===== src/rtl/dm_cache.sv =====
// rtl/dm_cache.sv - direct-mapped write-through no-write-allocate data cache
module dm_cache #(
  parameter int ADDR_W = 32,
  parameter int DATA_W = 32,
  parameter int IDX_W  = 4,
  parameter int CNT_W  = 16
) (
  input  logic              iCLK,
  input  logic              iRST_n,
  input  logic [ADDR_W-1:0] cpu_addr,
  input  logic              cpu_read,
  input  logic              cpu_write,
  input  logic [DATA_W-1:0] cpu_wdata,
  output logic [DATA_W-1:0] cpu_rdata,
  output logic              cpu_stall,
  input  logic              cache_flush,
  output logic [ADDR_W-1:0] mem_addr,
  output logic              mem_MemRead,
  output logic              mem_MemWrite,
  output logic [DATA_W-1:0] mem_data_in,
  input  logic [DATA_W-1:0] mem_data_out,
  input  logic              mem_wait,
  input  logic              mem_rvalid,
  output logic [CNT_W-1:0]  hit_cnt,
  output logic [CNT_W-1:0]  miss_cnt
);

  localparam int LINES = 1 << IDX_W;
  localparam int TAG_W = ADDR_W - IDX_W - 2;

  typedef enum logic [1:0] {IDLE, MISS, WRITE, WDONE} state_t;

  state_t state, next_state;

  logic [DATA_W-1:0] data_arr [LINES];
  logic [TAG_W-1:0]  tag_arr  [LINES];
  logic [LINES-1:0]  valid;

  logic [IDX_W-1:0] idx;
  logic [TAG_W-1:0] tag;
  logic             hit;
  logic             suppress;
  logic             hit_inc, miss_inc, flush_now, fill, wr_upd;
  logic             addr_unused;

  assign idx         = cpu_addr[IDX_W+1:2];
  assign tag         = cpu_addr[ADDR_W-1:IDX_W+2];
  assign hit         = valid[idx] && (tag_arr[idx] == tag);
  assign mem_addr    = {cpu_addr[ADDR_W-1:2], 2'b00};
  assign cpu_rdata   = data_arr[idx];
  assign mem_data_in = (state == WRITE) ? cpu_wdata : '0;
  assign addr_unused = ^cpu_addr[1:0];

  always_comb begin
    next_state = state;
    cpu_stall  = 1'b0;
    hit_inc    = 1'b0;
    miss_inc   = 1'b0;
    flush_now  = 1'b0;
    fill       = 1'b0;
    wr_upd     = 1'b0;
    case (state)
      IDLE: begin
        if (cache_flush) begin
          cpu_stall = 1'b1;
          flush_now = 1'b1;
        end else if (cpu_write) begin
          cpu_stall  = 1'b1;
          next_state = WRITE;
        end else if (cpu_read) begin
          if (hit) begin
            hit_inc = !suppress;
          end else begin
            cpu_stall  = 1'b1;
            miss_inc   = 1'b1;
            next_state = MISS;
          end
        end
      end
      MISS: begin
        cpu_stall = 1'b1;
        if (mem_rvalid) begin
          fill       = 1'b1;
          next_state = IDLE;
        end
      end
      WRITE: begin
        cpu_stall = 1'b1;
        if (!mem_wait) begin
          wr_upd     = hit;
          next_state = WDONE;
        end
      end
      WDONE: next_state = IDLE;
      default: next_state = IDLE;
    endcase
  end

  // Strobes are registered alongside state so they drop the instant reset asserts.
  always_ff @(posedge iCLK or negedge iRST_n) begin
    if (!iRST_n) begin
      state        <= IDLE;
      mem_MemRead  <= 1'b0;
      mem_MemWrite <= 1'b0;
      suppress     <= 1'b0;
    end else begin
      state        <= next_state;
      mem_MemRead  <= (next_state == MISS);
      mem_MemWrite <= (next_state == WRITE);
      suppress     <= fill;
    end
  end

  always_ff @(posedge iCLK or negedge iRST_n) begin
    if (!iRST_n) begin
      valid <= '0;
    end else if (flush_now) begin
      valid <= '0;
    end else if (fill) begin
      valid[idx] <= 1'b1;
    end
  end

  always_ff @(posedge iCLK) begin
    if (fill) begin
      data_arr[idx] <= mem_data_out;
      tag_arr[idx]  <= tag;
    end else if (wr_upd) begin
      data_arr[idx] <= cpu_wdata;
    end
  end

  always_ff @(posedge iCLK or negedge iRST_n) begin
    if (!iRST_n) begin
      hit_cnt  <= '0;
      miss_cnt <= '0;
    end else begin
      if (hit_inc && (hit_cnt != {CNT_W{1'b1}}))
        hit_cnt <= hit_cnt + CNT_W'(1);
      if (miss_inc && (miss_cnt != {CNT_W{1'b1}}))
        miss_cnt <= miss_cnt + CNT_W'(1);
    end
  end

endmodule


===== config.mk =====
export PLATFORM = sky130hd
export DESIGN_NAME = dm_cache
export DESIGN_NICKNAME = d
export VERILOG_FILES = /design/src/rtl/dm_cache.sv
export SDC_FILE = /design/constraint.sdc
export NUM_CORES = 1
export LEC_CHECK = 0
export ABC_AREA = 1
export CAP_MARGIN = 20
export CORE_UTILIZATION = 35
export DETAILED_ROUTE_END_ITERATION = 6
export GPL_TIMING_DRIVEN = 0
export MAX_ROUTING_LAYER = met4
export PLACE_DENSITY = 0.51
export SETUP_SLACK_MARGIN = 0.4
export SLEW_MARGIN = 20
export SYNTH_ARGS = -nofsm -noshare
export SYNTH_HDL_FRONTEND = slang
export SYNTH_SLANG_ARGS = --single-unit
export TNS_END_PERCENT = 10

===== constraint.sdc =====
create_clock -name iCLK -period 5.1 [get_ports iCLK]
set_clock_uncertainty 0.1 [all_clocks]
set_input_delay 0.51 -clock iCLK [delete_from_list [all_inputs] [get_ports iCLK]]
set_output_delay 0.51 -clock iCLK [all_outputs]
set_load 0.1 [all_outputs]

==> run summary, run 1 <==
outcome: finished clean
Hold Path Class: input port to async pin
Critical Path RT: 4.49 ns
vias in the first global route: 26100
Finish-stage setup viols: 0
register area share after synthesis: 73.0%
All-Layer GR Usage: 22.4%
busiest grt layer: met2
Die Y: 340 µm
worst r2r dst: data_arr[10][11]$_DFFE_PP_
RSZ-0062 raised after global routing: yes
Synth top area share: 69.7%
DRC violations left: 0
routed vias: 27000
Ports: 234
CP max FO: 10
Post-Syn Instances: 3309
routed length per instance: 24.0 µm
Primary FF master, synth: edfxtp_1
Post-Synthesis Mean Instance Area: 12.1 µm²
share of layout cells above drive strength 1: 12.0%
R2R Setup Slk: 1.32 ns
Core Footprint: 113000 µm²
critical path class: input port to output port
root buf cell: clkbuf_16
FF-to-FF Start: tag_arr[2][19]$_DFFE_PP_
1st-iter DRT viols: 2273
largest net degree at the start of global routing: 46
Clk pin slew, worst setup/hold paths: 0.06 ns
Internal Power: 13.8 mW
H-tree depth: 3
most numerous cell on the critical path: clkbuf_2
sequential power share: 47.5%
later-pin clock latency in the skew report: 0.71 ns
R2R depth: 17
Initial Util: 35.4%
Post-synth EDFFs: 928
global route overflow: 0
# rows: 123
CP top delay family: buffers and inverters
clock tree buffer depth: 3
CP arrival: 4.13 ns
Netlist cell types: 40
switching power: 5.26 mW
GPL Wtd Cong: 0.813
Comb power frac: 13.7%
fin area: 49300 µm²
Final Max Tran Viols: 0
Tightest Pin Transition: 1.14 ns
Die Footprint: 116000 µm²
top cells by area in the synthesized netlist: edfxtp_1 (70%), nand2_1 (12%), a22oi_1 (4.8%)
fin cells: 5303
Clk pwr share: 38.8%
FILL cells: 10500
Buf/Inv on CP: 7
Seq cells post-synth: 981
Slew HR: 24.1%
Vias/cell: 5.08
DP HPWL: 83000 µm
overall power: 19.0 mW
first-pass GRT wire length: 183000 µm
GR Util met2: 37.1%
Worst Setup Slack, final: 0.357 ns
First-pass DRT Iterations: 7
MaxCap Viol Count: 0
crit share post-route: 93.0%
Area Overhead vs Synth: 23.2%
Yosys warning count: 0
final-stage net count: 3838
slowest CP cell: or4_1
TritonCTS Buffers: 104
Clock Sinks: 981
ys async rst share: 5.40%
startpoint types: input port
CP Cell Sequence: clkdlybuf4s50_1, buf_4, buf_6, nand2_1, inv_2, clkbuf_2, clkbuf_2, a22oi_1, a21oi_1, or4_1, clkdlybuf4s15_2
Leakage: 18.5 nW
initial antenna violation count: 1
Worst Setup End Kind: output port
met1 GRT Util: 29.3%
CP peak stage delay: 0.60 ns
met3 usage: 2.59%
VDD IR-drop max: 268 µV
routed wire length: 127000 µm
Detail Route Antenna Nets: 0
Buffers on Ports: 228
Mapped Area: 40000 µm²
area leader, netlist: edfxtp_1
DIE WIDTH: 340 µm
Final Core Density: 43.7%
Fin. Hold Viols: 0
pwr dens: 386 nW/µm²
Final min period: 4.74 ns
Post-Place Setup Slack: -1.64 ns
Inst Count DP: 5109
Placed Area: 45600 µm²
Max Fclk: 211 MHz
Switching Share: 27.6%
CTS tree: built
## layer usage
metal	vias up	part of all wire (%)
met2	869	50
met5	-	0
li1	12400	-
met1	13500	43
met3	180	5.3
met4	0	2.3
## power by group through the flow
stage / Sequential, mW / Combinational, mW / Clock (mW)
final: 9.04 / 2.61 / 7.37
after global routing: 9.05 / 2.77 / 7.77
after CTS: 9.04 / 2.63 / 7.46
after detailed placement: 9.20 / 2.63 / 0
after global placement: 9.22 / 2.53 / 0
after floorplan: 9.35 / 1.50 / 0
## cell usage after synthesis (6+ instances only)
| cell | number |
|---|---|
| buf_1 | 20 |
| dfrtp_1 | 53 |
| o21ai_0 | 35 |
| nand3_1 | 46 |
| o21bai_1 | 13 |
| xnor2_1 | 11 |
| o21a_1 | 6 |
| buf_4 | 38 |
| inv_1 | 137 |
| a21boi_0 | 13 |
| nand4_1 | 11 |
| a21oi_1 | 146 |
| edfxtp_1 | 928 |
| nor3_1 | 10 |
| nand2_1 | 1242 |
| or4_1 | 32 |
| buf_2 | 37 |
| nor2_1 | 110 |
| ha_1 | 7 |
| xor2_1 | 16 |
| clkbuf_1 | 93 |
| a22oi_1 | 256 |
| o21ai_1 | 18 |
## metrics by stage
step | TNS (ns) | hold WS [ns]
after detailed placement | -1176.32 | 0.255
after floorplan | -45.23 | 0.114
after CTS | 0 | 0.0537
final | 0 | 0.0791
after global routing | 0 | 0.0808
after global placement | -4048.69 | 0.377
## layout by cell type, fill, tap and decap left out, drive strengths merged, types with 3 or more instances in the layout
cell / instances
buf: 186
edfxtp: 928
nor2: 114
nand2: 1243
ha: 7
inv: 147
or4: 32
nor3: 10
nand3: 47
clkdlybuf4s15: 24
o21ai: 53
nand4: 11
o21bai: 13
a21boi: 13
xnor2: 11
a21oi: 146
clkbuf: 236
and2: 3
clkdlybuf4s50: 192
a22oi: 256
bufinv: 6
clkinv: 31
o21a: 6
and3: 4
xor2: 16
nor4: 3
dfrtp: 53
## worst register-to-register path: stages, from the launching register on
cell and delay [ns]:
edfxtp_1 0.36, nand2_1 0.07, nand2_1 0.06, nand2_1 0.05, nand2_1 0.07, nand2_1 0.06
nand2_1 0.07, nor2_1 0.28, nor2_1 0.07, nor2_1 0.14, nand2_1 0.06, nor2_1 0.12
nand3_2 0.25, nor2_4 0.27, nand2_1 0.28, clkbuf_4 0.38, a21boi_4 0.54, buf_16 0.25
## kinds of logic (layout without fill, tap and decap cells)
| kind of cell | Yosys count | in the layout | synth area share [%] |
|---|---|---|---|
| buffers and inverters | 335 | 826 | 3.66 |
| xor gates and xnor gates | 27 | 27 | 0.592 |
| DFF | 981 | 981 | 73.0 |
| and+or+nand+nor | 1469 | 1469 | 14.5 |
| other | 1 | 4 | 0.00938 |
| adders and majority gates | 7 | 7 | 0.219 |
| AOI/OAI and AO/OA | 489 | 489 | 7.95 |
## registers in the layout, summed over array words and instances (netlist names)
signal / count
data_arr: 512
hit_cnt: 16
mem_MemRead: 1
mem_MemWrite: 1
miss_cnt: 16
state: 2
suppress: 1
tag_arr: 416
valid: 16
## area by class of cell
type / count / area (µm²) / share of cell area (%)
timing repair buffer: 312 / 3770 / 7.66
clock inverter: 39 / 465 / 0.945
inverter: 145 / 549 / 1.12
buffer: 190 / 1020 / 2.07
sequential: 981 / 29200 / 59.3
multi-input combinational: 1994 / 9570 / 19.4
tap: 1500 / 1880 / 3.81
clock buffer: 140 / 2800 / 5.68
antenna: 2 / 5.00 / 0.0102
## repair_timing
item / 4_1_cts / 5_1_grt
hold endpoints to repair: 53 / 0
resized for setup: 198 / 22
pin swaps: 5 / 1
hold buffers: 1 / 0
setup buffers: 11 / 1
setup endpoints to repair: 1080 / 859
## how the worst max path moves through the flow
stage	to	depth (start not counted)	from	slack (ns)
after global placement	data_arr[12][13]$_DFFE_PP_	15	cpu_addr[5]	-6.31
final	cpu_rdata[19]	11	cpu_addr[2]	0.36
after detailed placement	data_arr[11][15]$_DFFE_PP_	16	cpu_addr[5]	-1.64
after CTS	cpu_stall	20	cpu_addr[2]	0.13
after global routing	cpu_stall	20	cpu_addr[2]	0.19
after floorplan	data_arr[10][0]$_DFFE_PP_	19	cpu_addr[3]	-0.14
Power figures use the tool's default switching activity.
==> inputs of run 2 (changes only) <==
CORE_MARGIN = 2   (was not set)
==> run 2 against run 1 <==
  * Utilization down 0.098 points
  * First-iteration DRC count up 9.5%
  * Hold slack improved by 0.018 ns
  * Design area fell by 0.22%
  * Final cell count increased by 0.28%
  * Setup slack gained 0.16 ns
  * Non-clock buffer count down 7
  * Wire length rose by 0.13%
  * Register-to-register slack better by 0.04 ns
  * Sequential share of layout area grew 0.13 points
  * Critical path type unchanged
  * Largest power group unchanged
  * Highest routed layer unchanged
==> run summary, run 2 (synthesized netlist as in run 1, its figures left out) <==
Fin. Hold Viols: 0 (unchanged)
Tightest Pin Transition: 1.10 ns (was 1.14 ns)
startpoint types: input port (unchanged)
crit share post-route: 89.9% (was 93.0%)
VDD IR-drop max: 286 µV (was 268 µV)
most common cell after layout, fill and taps aside: nand2_1 (unchanged)
CP arrival: 3.97 ns (was 4.13 ns)
DRC violations left: 0 (unchanged)
Die Footprint: 117000 µm² (was 116000 µm²)
Slew HR: 26.0% (was 24.1%)
H-tree depth: 3 (unchanged)
First-pass DRT Iterations: 7 (unchanged)
CP max FO: 10 (unchanged)
Max Fclk: 218 MHz (was 211 MHz)
Clk pin slew, worst setup/hold paths: 0.06 ns (about the same)
share of layout cells above drive strength 1: 12.1% (was 12.0%)
Die Y: 342 µm (was 340 µm)
initial antenna violation count: 3 (was 1)
max FFs per register: 512 (unchanged)
GPL Wtd Cong: 0.803 (was 0.813)
CP peak stage delay: 0.58 ns (was 0.60 ns)
FILL cells: 10600 (was 10500)
RSZ-0062 raised after global routing: yes (unchanged)
Largest Register: data_arr (unchanged)
largest net degree at the start of global routing: 44 (was 46)
CP Cell Sequence: clkdlybuf4s50_1, nor2_4, clkbuf_2, clkinv_1, clkbuf_2, a21oi_1, or4_1, clkdlybuf4s18_2 (was clkdlybuf4s50_1, buf_4, buf_6, nand2_1, inv_2, clkbuf_2, clkbuf_2, a22oi_1, a21oi_1, or4_1, clkdlybuf4s15_2)
Final Core Density: 43.6% (was 43.7%)
Buf/Inv on CP: 5 (was 7)
clock tree buffer depth: 3 (unchanged)
TritonCTS Buffers: 105 (was 104)
Final min period: 4.58 ns (was 4.74 ns)
routed length per instance: 23.9 µm (was 24.0 µm)
Hold Path Class: input port to async pin (unchanged)
routed wire length: 127000 µm (about the same)
routed vias: 26900 (was 27000)
Buffers on Ports: 228 (unchanged)
DIE WIDTH: 342 µm (was 340 µm)
Area Overhead vs Synth: 23.0% (was 23.2%)
Finish-stage setup viols: 0 (unchanged)
Ports: 234 (unchanged)
Clock Sinks: 981 (unchanged)
Vias/cell: 5.06 (was 5.08)
slowest CP cell: clkdlybuf4s18_2 (was or4_1)
Core Footprint: 113000 µm² (unchanged)
critical path class: input port to output port (unchanged)
most frequent cells in the layout: nand2_1 (1238), edfxtp_1 (928), a22oi_1 (256) (was nand2_1 (1239), edfxtp_1 (928), a22oi_1 (256))
Critical Path RT: 4.49 ns (about the same)
CP top delay family: buffers and inverters (unchanged)
overall power: 19.0 mW (about the same)
Final Max Tran Viols: 0 (unchanged)
global route overflow: 0 (unchanged)
final-stage net count: 3832 (was 3838)
MaxCap Viol Count: 0 (unchanged)
first-pass GRT wire length: 183000 µm (about the same)
most numerous cell on the critical path: clkbuf_2 (unchanged)
Detail Route Antenna Nets: 0 (unchanged)
root buf cell: clkbuf_16 (unchanged)
DP HPWL: 82700 µm (was 83000 µm)
CTS tree: built (unchanged)
Initial Util: 35.4% (unchanged)
All-Layer GR Usage: 22.3% (was 22.4%)
pwr dens: 387 nW/µm² (was 386 nW/µm²)
Worst Setup End Kind: output port (unchanged)
outcome: finished clean (unchanged)
Leakage: 18.5 nW (about the same)
later-pin clock latency in the skew report: 0.68 ns (was 0.71 ns)
vias in the first global route: 26300 (was 26100)
# rows: 123 (unchanged)
1st-iter DRT viols: 2490 (was 2273)
top flop regs: data_arr (512), tag_arr (416) (unchanged)
run 2: stage by stage:
stage	cell area, µm²	setup WS [ns]	TNS (ns)	hold WS, ns	std cells
2_1_floorplan	40000	-0.141	-45.23	0.114	3310
3_3_place_gp	44100	-6.32	-4054.94	0.375	5038
3_5_place_dp	45600	-1.78	-1211.03	0.272	5108
4_1_cts	49000	0.267	0	0.0534	5315
5_1_grt	49100	0.257	0	0.0986	5316
6_report	49100	0.517	0	0.0973	5318
run 2: layout make-up:
cell class,instances,area [µm²],area share [%]
diodes,3,7.51,0.0153
plain buffers,190,1060,2.16
clock buffers,140,2830,5.76
clock inverters,60,450,0.917
inverters,145,548,1.12
multi-input cells,1994,9570,19.5
flip-flops and latches,981,29200,59.4
well taps,1500,1880,3.82
repair buffers,305,3600,7.33
run 2: worst paths after layout:
check	from	endpoint	slack [ns]	cells past startpoint
min in group iCLK	valid[12]$_DFFE_PN0P_	valid[12]$_DFFE_PN0P_	0.40	1
hold / removal	iRST_n	miss_cnt[0]$_DFFE_PN0P_	0.1	2
hold reg to reg	valid[12]$_DFFE_PN0P_	valid[12]$_DFFE_PN0P_	0.40	1
setup / recovery	cpu_addr[4]	cpu_rdata[28]	0.52	8
max in group asynchronous	iRST_n	valid[9]$_DFFE_PN0P_	4.30	3
setup reg to reg	state[0]$_DFF_PN0_	data_arr[9][3]$_DFFE_PP_	1.36	11
run 2: power breakdown:
group	internal, mW	total, mW	switching, mW
registers	8.98	9.04	0.0540
logic	0.619	2.61	1.99
clock network	4.16	7.35	3.19
run 2: metal layers:
layer  up-vias  track usage (%)  wire, µm
li1      12500                -         -
met2       842             36.3     61700
met3       214             2.95      7140
met1     13400             29.2     54900
met5         -                -         0
met4         0             6.51      3440
run 2: worst reg2reg max path, delay by kind of cell, from the launching register on:
| family | cells | cell delay (ns) |
|---|---|---|
| AOI/OAI and AO/OA | 1 | 0.33 |
| DFF | 1 | 0.41 |
| and+or+nand+nor | 2 | 0.64 |
| adders and majority gates | 1 | 0.17 |
| buffers and inverters | 7 | 1.85 |
run 2: repair_timing:
action | 4_1_cts | 5_1_grt
setup endpoints to repair | 1098 | 791
pin swaps | 4 | 0
hold endpoints to repair | 53 | 0
resized for setup | 215 | 47
hold buffers | 1 | 0
buffers inserted | 6 | 0
